## config.mk

```make
export PLATFORM = sky130hd
export DESIGN_NAME = md_sequencer
export DESIGN_NICKNAME = d
export VERILOG_FILES = /design/src/rtl/md_sequencer.sv
export SDC_FILE = /design/constraint.sdc
export NUM_CORES = 1
export LEC_CHECK = 0
export CAP_MARGIN = 20
export CORE_MARGIN = 8
export CORE_UTILIZATION = 53
export CTS_CLUSTER_SIZE = 28
export DETAILED_ROUTE_END_ITERATION = 8
export PLACE_DENSITY = 0.82
export REMOVE_ABC_BUFFERS = 1
export SYNTH_ARGS = -nofsm -noshare
export SYNTH_HDL_FRONTEND = slang
export SYNTH_SLANG_ARGS = --single-unit
```

## constraint.sdc

```tcl
create_clock -name clk -period 3.2 [get_ports clk]
set_input_delay 0.32 -clock clk [delete_from_list [all_inputs] [get_ports clk]]
set_output_delay 0.32 -clock clk [all_outputs]
set_load 0.005 [all_outputs]
```

## src/rtl/md_sequencer.sv

```systemverilog
// md_sequencer: sequences the shared multiply/divide units and the Hi/Lo
// register writes on behalf of the main control unit.
//
// Ports:
//   clk         system clock, rising edge
//   reset       synchronous active-low reset
//   start_mult  one-cycle mult request (accepted only in IDLE)
//   start_div   one-cycle div request (accepted only in IDLE; mult wins)
//   md_abort    flush the operation in flight, no Hi/Lo write
//   div_end     divide unit finished
//   div_zero    divide unit reports divisor == 0
//   mult_ctrl   mult unit start pulse
//   div_ctrl    div unit start pulse
//   MDSelect    Hi/Lo source select, 1 = mult result, 0 = div result
//   HiCtrl      Hi write enable
//   LoCtrl      Lo write enable
//   md_busy     operation in flight, control unit stalls
//   md_done     one-cycle pulse, Hi/Lo hold the new result
//   md_excpt    one-cycle pulse, divide by zero or timeout
//   md_timeout  qualifies md_excpt: 1 = timeout, 0 = divide by zero
module md_sequencer #(
  parameter int unsigned MULT_CYCLES = 33,
  parameter int unsigned DIV_TIMEOUT = 40
) (
  input  logic clk,
  input  logic reset,
  input  logic start_mult,
  input  logic start_div,
  input  logic md_abort,
  input  logic div_end,
  input  logic div_zero,
  output logic mult_ctrl,
  output logic div_ctrl,
  output logic MDSelect,
  output logic HiCtrl,
  output logic LoCtrl,
  output logic md_busy,
  output logic md_done,
  output logic md_excpt,
  output logic md_timeout
);

  typedef enum logic [2:0] {
    IDLE,
    M_START,
    M_RUN,
    D_START,
    D_RUN,
    WRITE,
    DONE,
    EXC
  } state_t;

  localparam logic [5:0] MULT_LAST = 6'(MULT_CYCLES - 1);
  localparam logic [5:0] DIV_LAST  = 6'(DIV_TIMEOUT - 1);

  state_t     state, next_state;
  logic [5:0] cnt, cnt_next;
  logic       sel_q, sel_next;
  logic       to_q, to_next;

  always_ff @(posedge clk) begin
    if (!reset) begin
      state <= IDLE;
      cnt   <= '0;
      sel_q <= 1'b0;
      to_q  <= 1'b0;
    end else begin
      state <= next_state;
      cnt   <= cnt_next;
      sel_q <= sel_next;
      to_q  <= to_next;
    end
  end

  always_comb begin
    next_state = state;
    cnt_next   = cnt;
    sel_next   = sel_q;
    to_next    = to_q;
    case (state)
      IDLE: begin
        to_next = 1'b0;
        // The select register is loaded on acceptance so that its new value
        // is already visible during the start-state cycle.
        if (start_mult) begin
          next_state = M_START;
          sel_next   = 1'b1;
        end else if (start_div) begin
          next_state = D_START;
          sel_next   = 1'b0;
        end
      end
      M_START: begin
        cnt_next   = '0;
        next_state = M_RUN;
      end
      M_RUN: begin
        cnt_next = cnt + 6'd1;
        if (cnt == MULT_LAST) next_state = WRITE;
      end
      D_START: begin
        cnt_next   = '0;
        next_state = D_RUN;
      end
      D_RUN: begin
        cnt_next = cnt + 6'd1;
        if (div_zero) begin
          next_state = EXC;
          to_next    = 1'b0;
        end else if (div_end) begin
          next_state = WRITE;
        end else if (cnt == DIV_LAST) begin
          next_state = EXC;
          to_next    = 1'b1;
        end
      end
      WRITE:   next_state = DONE;
      DONE:    next_state = IDLE;
      EXC:     next_state = IDLE;
      default: next_state = IDLE;
    endcase
    // Abort overrides every transition out of a busy state; a WRITE cycle
    // already in progress still completes since its enables are decoded
    // from the current state.
    if (state != IDLE && md_abort) next_state = IDLE;
  end

  always_comb begin
    mult_ctrl  = (state == M_START);
    div_ctrl   = (state == D_START);
    MDSelect   = sel_q;
    HiCtrl     = (state == WRITE);
    LoCtrl     = (state == WRITE);
    md_busy    = (state != IDLE);
    md_done    = (state == DONE);
    md_excpt   = (state == EXC);
    md_timeout = (state == EXC) && to_q;
  end

endmodule
```

==> results of run 1 <==
kinds of logic (layout without fill, tap and decap cells):
logic type	Yosys count	after routing	share of synthesized area [%]
buf+inv	12	25	8.61
mux	1	1	1.25
flops	11	11	27.5
fa+ha+maj	2	2	3.13
simple gates	44	44	30.8
compound gates	26	26	26.4
xor+xnor	2	2	2.19
worst min path at each step:
stage / start / to / slack [ps]
4_1_cts: to_q$_SDFFE_PN0P_ / to_q$_SDFFE_PN0P_ / 510
3_5_place_dp: to_q$_SDFFE_PN0P_ / to_q$_SDFFE_PN0P_ / 500
2_1_floorplan: md_abort / state[2]$_SDFFE_PP0P_ / 400
5_1_grt: MDSelect$_SDFFE_PN0P_ / MDSelect$_SDFFE_PN0P_ / 570
6_report: to_q$_SDFFE_PN0P_ / to_q$_SDFFE_PN0P_ / 500
3_3_place_gp: to_q$_SDFFE_PN0P_ / to_q$_SDFFE_PN0P_ / 470
stage by stage:
step	cells	instance area (um^2)
2_1_floorplan	92	753
3_3_place_gp	123	923
5_1_grt	127	950
3_5_place_dp	123	923
4_1_cts	127	950
6_report	127	950
cell usage in the layout (no fill, tap or decap), drive strengths merged, types with 2 or more instances in the layout:
| cell | netlist | final |
|---|---|---|
| a21boi | 4 | 4 |
| a21oi | 7 | 7 |
| and2 | 2 | 2 |
| and2b | 2 | 2 |
| clkbuf | 5 | 4 |
| clkdlybuf4s50 | 0 | 15 |
| dfxtp | 11 | 11 |
| ha | 2 | 2 |
| inv | 6 | 6 |
| nand2 | 16 | 16 |
| nor2 | 6 | 6 |
| nor2b | 3 | 3 |
| nor3 | 4 | 4 |
| nor3b | 2 | 2 |
| o211ai | 2 | 2 |
| o21a | 2 | 2 |
| o311ai | 2 | 2 |
| o31ai | 2 | 2 |
| xor2 | 2 | 2 |
critical path, cell delays in order (launching register included):
cell and delay, ps:
dfxtp_1 630, inv_2 210, nor2_1 170, and2_1 140, clkdlybuf4s50_1 490
per-layer routing:
| layer | GRT usage (%) | up-vias | share of wire (%) |
|---|---|---|---|
| met4 | 6.97 | 0 | 0.80 |
| met5 | 0 | - | 0 |
| met3 | 2.45 | 2 | 5.1 |
| li1 | - | 371 | - |
| met2 | 21.3 | 17 | 48 |
| met1 | 16.5 | 349 | 46 |
cell type report:
class | count | share of cell area [%]
Multi-Input combinational cell | 75 | 53.8
Sequential cell | 11 | 23.2
Timing Repair Buffer | 15 | 15.8
Clock buffer | 4 | 2.77
Inverter | 6 | 2.37
Tap cell | 16 | 2.11
power breakdown:
group / total [mW] / internal [mW] / switching, mW
clock network: 0.0931 / 0.0482 / 0.0449
logic: 0.208 / 0.107 / 0.101
registers: 0.205 / 0.159 / 0.0461
total: 0.506 / 0.314 / 0.192
sequential cells by signal (all words and copies together), names as in the netlist:
| register | flops |
|---|---|
| cnt | 6 |
| state | 3 |
| MDSelect | 1 |
| to_q | 1 |
==> metrics.yaml, run 1 <==
timing.critical_path.from_type: "flop"
design.final.nets: 121
synth_warnings: 0
leakage_power_figure_nw: 0.341
first_global_vias: 723
count_of_final_hold_check_violations: 0
yosys.area.top_type: "dfxtp_1"
num_antenna_cells: 0
largest_net_degree_at_the_start_of_global_routing: 19
powerDensity_nw_per_um2: 533
drv_slew: 0
outcome: "finished clean"
post_route_ant_nets: 0
ctsRootBufferMaster: "clkbuf_4"
largest_cells_by_area_after_synthesis: "dfxtp_1, nand2_1, a21oi_1"
hold_ws_ps: 498
achievable-frequency_mhz: 447
place_congestion: 0.835
postSynthRegisterBits: 11
grt-ovfl-total: 0
hp-class: "flop to flop"
route.vias.total: 739
num_rows: 14
syn-cell-area_um2: 800
seqCellArea_um2: 220
grtUsageTotal_pct: 13.3
reg2reg_from: "state[1]$_SDFFE_PP0P_"
clk_latency_ps: 260
path_class: "flop to output pin"
floorplan.die.height_um: 54.8
min_period_over_period_pct: 69.9
post-route-drc-count: 0
postCtsResizedCells: 0
crit_start: "state[0]$_SDFFE_PP0P_"
synth_most_common_cell: "nand2_1"
drt_first_pass_iters: 4
total_negative_setup_slacks_ps: 0
fp.coreArea_um2: 1450
setup_violating_endpoint_count_in_the_final_report: 0
cts_hold_repair.buffers: 0
cap_violations: 0
post_synth_most_frequent_cells: "nand2_1, dfxtp_1, a21oi_1"
ctsLongestPathBuffers: 2
final_period_minus_worst_setup_slack_ps: 2240
post_cts.repair.setup_buffers: 0
yosysSeqAreaShare_pct: 27.5
post_synth_edffs: 0
place_ws_ps: 1240
vias_per_cell: 5.82
post-layout-total-power_mw: 0.506
cts_htree_levels: 1
cp-end-kind: "output pin"
setup_ws_ps: 963
floorplan.initialDensity_pct: 55.0
finish.utilization_pct: 65.3
flow.area_growth_from_synthesis_pct: 18.8
die-area_um2: 3010
reg2reg_slack_ps: 1510
worstReg2RegEnd: "cnt[2]$_SDFFE_PN0P_"
ios: 16
buffer_ports.inserted: 15
total_clock_buffers_created_by_cts: 3
post_drt_wl_per_cell_um: 13.8
die-width_um: 54.8
wl_um: 1750
worst-path-max-fanout: 13
total_area_of_multi_input_combinational_cells_um2: 510
layout-drive-gt1-share_pct: 13.5
hold_depth: 2
antenna_found_initial: 0
yosysUniqueCellTypes: 40
rsz0062_at_grt: "false"
vdd_drop_max_uv: 419
count_of_cells_along_the_worst_register_to_register_path: 4
syn_area_per_cell_um2: 8.16
grt_pass1_wl_um: 3020
dp_hpwl_um: 1330
crit_end: "md_timeout"
worst_setup_hold_path_clk_slew_ps: 70
dr.first_iter.drc_count: 19
endpoint_arrival_time_on_the_critical_path_ps: 1920
netlist_instances: 98
skew_ps: 2.21
cts_tree: "built"
max-slew-margin-rel_pct: 62.6
worstMarginPinSlew_ps: 560
crit_required_ps: 2880
clkSinkCount: 11
async_flop_share_pct: 0
synthDominantCellAreaShare_pct: 27.5
most_used_dff_post_synth: "dfxtp_1"
fillCellCount: 124
Note: power is estimated with default switching activity, not from simulation.
==> inputs of run 2 (changes only) <==
- CORE_UTILIZATION: 53 -> 49
- PLACE_DENSITY: 0.82 -> 0.77
- clock period: 3.2 -> 2.1 ns (I/O delays scaled with it)
==> metrics.yaml, run 2 (same netlist as run 1, synthesis figures left out) <==
fp.coreArea_um2: 1520
first_global_vias: 698
rsz0062_at_grt: "false"
layout_common_cells: "nand2_1, clkdlybuf4s50_1, dfxtp_1"
leakage_power_figure_nw: 0.352
powerDensity_nw_per_um2: 822
endpoint_arrival_time_on_the_critical_path_ps: 1770
finish.utilization_pct: 63.4
postCtsResizedCells: 0
die-width_um: 56.4
skew_ps: 3.06
hp-class: "flop to flop"
top_regs: "cnt x6, state x3"
buffer_ports.inserted: 15
route.vias.total: 713
post-route-drc-count: 0
num_rows: 14
total_negative_setup_slacks_ps: 0
num_antenna_cells: 0
drt_first_pass_iters: 4
cts_hold_repair.buffers: 0
ctsLongestPathBuffers: 2
worstMarginPinSlew_ps: 447
layout-drive-gt1-share_pct: 15.9
power.share.switching_pct: 38.5
floorplan.initialDensity_pct: 52.5
achievable-frequency_mhz: 506
cts_htree_levels: 1
antenna_found_initial: 0
worst_setup_hold_path_clk_slew_ps: 80
grt-ovfl-total: 0
ios: 16
flow.area_growth_from_synthesis_pct: 20.8
final_period_minus_worst_setup_slack_ps: 1980
dr.first_iter.drc_count: 8
setup_violating_endpoint_count_in_the_final_report: 0
vias_per_cell: 5.53
drv_slew: 0
pwr-share-seq_pct: 38.0
largest_register_ff_count: 6
timing.critical_path.from_type: "flop"
clkSinkCount: 11
grt_pass1_wl_um: 3170
largest_net_degree_at_the_start_of_global_routing: 16
p_int_mw: 0.489
power.clock.fraction_pct: 18.7
min_period_over_period_pct: 94.1
ctsRootBufferMaster: "clkbuf_4"
vdd_drop_max_uv: 526
cap_violations: 0
die-area_um2: 3180
floorplan.die.height_um: 56.4
power.net_switching_mw: 0.305
path_class: "flop to output pin"
place_congestion: 0.783
wl_um: 1800
post_route_ant_nets: 0
max-slew-margin-rel_pct: 70.2
clk_latency_ps: 270
worst-path-max-fanout: 14
post_cts.repair.setup_buffers: 0
post_drt_wl_per_cell_um: 14.0
dp_hpwl_um: 1360
count_of_final_hold_check_violations: 0
cts_tree: "built"
grtUsageTotal_pct: 11.8
crit_required_ps: 1890
total_clock_buffers_created_by_cts: 3
outcome: "finished clean"
comb_power_share_pct: 43.2
cp-end-kind: "output pin"
design.final.nets: 123
final_common_cell: "nand2_1"
register_ranked_first_by_flip_flop_count: "cnt"
==> run 2: routing by layer <==
layer  vias to the layer above  wire length, um  global-route usage, %
met5                         -                0                      0
li1                        376                -                      -
met1                       322              903                   14.9
met4                         0                0                   3.44
met3                         0               74                   4.04
met2                        15              824                   18.4
==> run 2: area by class of cell <==
type                       instances  area (um^2)
fill                             135          558
sequential                        11          221
tap                               16         20.0
timing repair buffer              17          165
clock buffer                       4         26.3
multi-input combinational         75          510
inverter                           6         22.5
==> run 2: worst paths after layout <==
path                          from             endpoint  slack (ps)  depth (start not counted)
max          state[2]$_SDFFE_PP0P_               LoCtrl         120                          3
min              to_q$_SDFFE_PN0P_    to_q$_SDFFE_PN0P_         510                          2
max reg2reg  state[2]$_SDFFE_PP0P_  cnt[2]$_SDFFE_PN0P_         470                          4
min reg2reg      to_q$_SDFFE_PN0P_    to_q$_SDFFE_PN0P_         510                          2
==> run 2: critical path, cell delays in order, from the launching register on <==
cell,delay (ps)
dfxtp_1,600
nor2b_1,220
and2_1,170
clkdlybuf4s50_1,510
==> run 2: stage by stage <==
| step | area (um^2) | setup WS (ps) | std cells | power [mW] | hold WS [ps] |
|---|---|---|---|---|---|
| 6_report | 966 | 124 | 129 | 0.794 | 512 |
| 5_1_grt | 966 | 7.61 | 129 | 0.862 | 570 |
| 4_1_cts | 965 | 34.9 | 129 | 0.801 | 524 |
| 3_5_place_dp | 938 | 331 | 125 | 0.648 | 504 |
| 3_3_place_gp | 938 | 382 | 125 | 0.642 | 479 |
| 2_1_floorplan | 753 | 642 | 92 | 0.525 | 286 |
==> run 2: power by group through the flow <==
stage               logic, mW  registers (mW)  clock network (mW)
global route            0.385           0.308               0.169
finish                  0.343           0.302               0.149
global placement        0.340           0.302                   0
CTS                     0.346           0.299               0.156
floorplan               0.226           0.300                   0
detailed placement      0.343           0.305                   0
==> inputs of run 3 (changes only) <==
- CORE_UTILIZATION: 49 -> 45
- PLACE_DENSITY: 0.77 -> 0.74
- RECOVER_POWER: default -> 25
- clock period: 2.1 -> 1.8 ns (I/O delays scaled with it)
==> metrics.yaml, run 3 (same netlist as run 1, synthesis figures left out) <==
outcome: "finished clean"
grt-ovfl-total: 0
cts_tree: "built"
max-slew-margin-rel_pct: 73.5
post-route-drc-count: 0
fp.coreArea_um2: 1710
min_period_over_period_pct: 96.7
antenna_found_initial: 0
vdd_drop_max_uv: 442
comb_power_share_pct: 45.2
drt_first_pass_iters: 4
hold_ws_ps: 501
drv_slew: 0
min-delay-start: "to_q$_SDFFE_PN0P_"
floorplan.initialDensity_pct: 46.8
hold_depth: 2
finish.utilization_pct: 59.3
hp-class: "flop to flop"
grtUsageTotal_pct: 12.1
worst-path-max-fanout: 11
ios: 16
pwr-share-seq_pct: 35.8
ctsLongestPathBuffers: 2
timing.critical_path.from_type: "flop"
powerDensity_nw_per_um2: 961
power.share.switching_pct: 38.9
reg2reg_from: "cnt[3]$_SDFFE_PN0P_"
buffer_ports.inserted: 15
top_regs: "cnt x6, state x3"
flow.area_growth_from_synthesis_pct: 26.6
endpoint_arrival_time_on_the_critical_path_ps: 1560
clkSinkCount: 11
wl_um: 1920
first_global_vias: 717
layout-drive-gt1-share_pct: 20.7
final_period_minus_worst_setup_slack_ps: 1740
count_of_final_hold_check_violations: 0
post_drt_wl_per_cell_um: 13.6
final_cell_count_no_fill: 141
post_route_ant_nets: 0
cap_violations: 0
cts_htree_levels: 1
register_ranked_first_by_flip_flop_count: "cnt"
power.net_switching_mw: 0.378
worstReg2RegEnd: "state[0]$_SDFFE_PP0P_"
place_congestion: 0.810
fillCellCount: 158
vias_per_cell: 5.30
die-width_um: 58.2
cp-end-kind: "output pin"
rsz0062_at_grt: "true"
worstMarginPinSlew_ps: 396
setup_violating_endpoint_count_in_the_final_report: 0
grt_pass1_wl_um: 3170
p_int_mw: 0.594
route.vias.total: 748
clk_latency_ps: 290
leakage_power_figure_nw: 0.369
post-layout-total-power_mw: 0.972
largest_net_degree_at_the_start_of_global_routing: 13
worst_setup_hold_path_clk_slew_ps: 70
power.clock.fraction_pct: 18.9
num_antenna_cells: 0
path_class: "flop to output pin"
design.final.nets: 126
total_clock_buffers_created_by_cts: 3
skew_ps: 5.93
reg2reg_slack_ps: 200
count_of_cells_along_the_worst_register_to_register_path: 4
final_common_cell: "nand2_1"
largest_register_ff_count: 6
floorplan.die.height_um: 58.2
min_to: "to_q$_SDFFE_PN0P_"
die-area_um2: 3380
crit_required_ps: 1620
dr.first_iter.drc_count: 9
achievable-frequency_mhz: 575
place_inst: 137
ctsRootBufferMaster: "clkbuf_4"
layout_common_cells: "nand2_1, clkdlybuf4s50_1, dfxtp_1"
num_rows: 15
dp_hpwl_um: 1480
[run 3: changes by cell type in the layout (fill, tap and decap cells not counted)]
cell     change
dfxtp_4      +3
dfxtp_1      -2
dfxtp_2      -1
nor2b_1      -1
buf_4        +3
nor2b_2      +1
[run 3: power groups by stage]
stage	combinational, mW	sequential [mW]	clock (mW)
6_report	0.440	0.349	0.184
3_3_place_gp	0.429	0.341	0
3_5_place_dp	0.437	0.344	0
5_1_grt	0.484	0.354	0.197
4_1_cts	0.440	0.342	0.187
2_1_floorplan	0.263	0.350	0
[run 3: per-stage QoR]
stage          worst slack [ps]  setup TNS [ps]  cell area, um^2
2_1_floorplan               342               0              753
3_3_place_gp                200               0              972
3_5_place_dp                206               0              972
4_1_cts                    20.9               0             1000
5_1_grt                   -4.45           -4.45             1010
6_report                   59.5               0             1010
[run 3: repair_timing]
| item | in CTS | in global routing |
|---|---|---|
| hold buffers | 0 | 0 |
| gates resized for setup | 3 | 4 |
| setup endpoints to repair | 6 | 5 |
| setup buffers | 0 | 0 |
[run 3: layout make-up]
class | instances | area [um^2] | share of cell area, %
multi-input cells | 75 | 513 | 50.7
flip-flops and latches | 11 | 231 | 22.9
repair buffers | 20 | 188 | 18.5
clock buffers | 4 | 26.3 | 2.60
inverters | 6 | 22.5 | 2.22
well taps | 25 | 31.3 | 3.09
[run 3: layer usage]
metal	global-route usage [%]	share of wire, %
met1	14.3	49
met2	18.5	44
met3	2.43	4.0
met4	9.44	3.0
met5	0	0
[run 3: worst max-delay path by stage]
stage          slack, ps             startpoint             endpoint  cells past startpoint
2_1_floorplan        340  state[1]$_SDFFE_PP0P_  cnt[2]$_SDFFE_PN0P_                      4
5_1_grt               -4  state[2]$_SDFFE_PP0P_              md_busy                      4
6_report              60  state[2]$_SDFFE_PP0P_              md_busy                      4
4_1_cts               20  state[2]$_SDFFE_PP0P_               HiCtrl                      3
3_5_place_dp         210  state[1]$_SDFFE_PP0P_           md_timeout                      4
3_3_place_gp         200  state[2]$_SDFFE_PP0P_               LoCtrl                      3
[run 3: worst max-delay path, stage by stage, from the launching register on]
cell and delay, ps:
dfxtp_4 390, buf_4 150, nor3_2 200, inv_2 90, clkdlybuf4s50_1 450
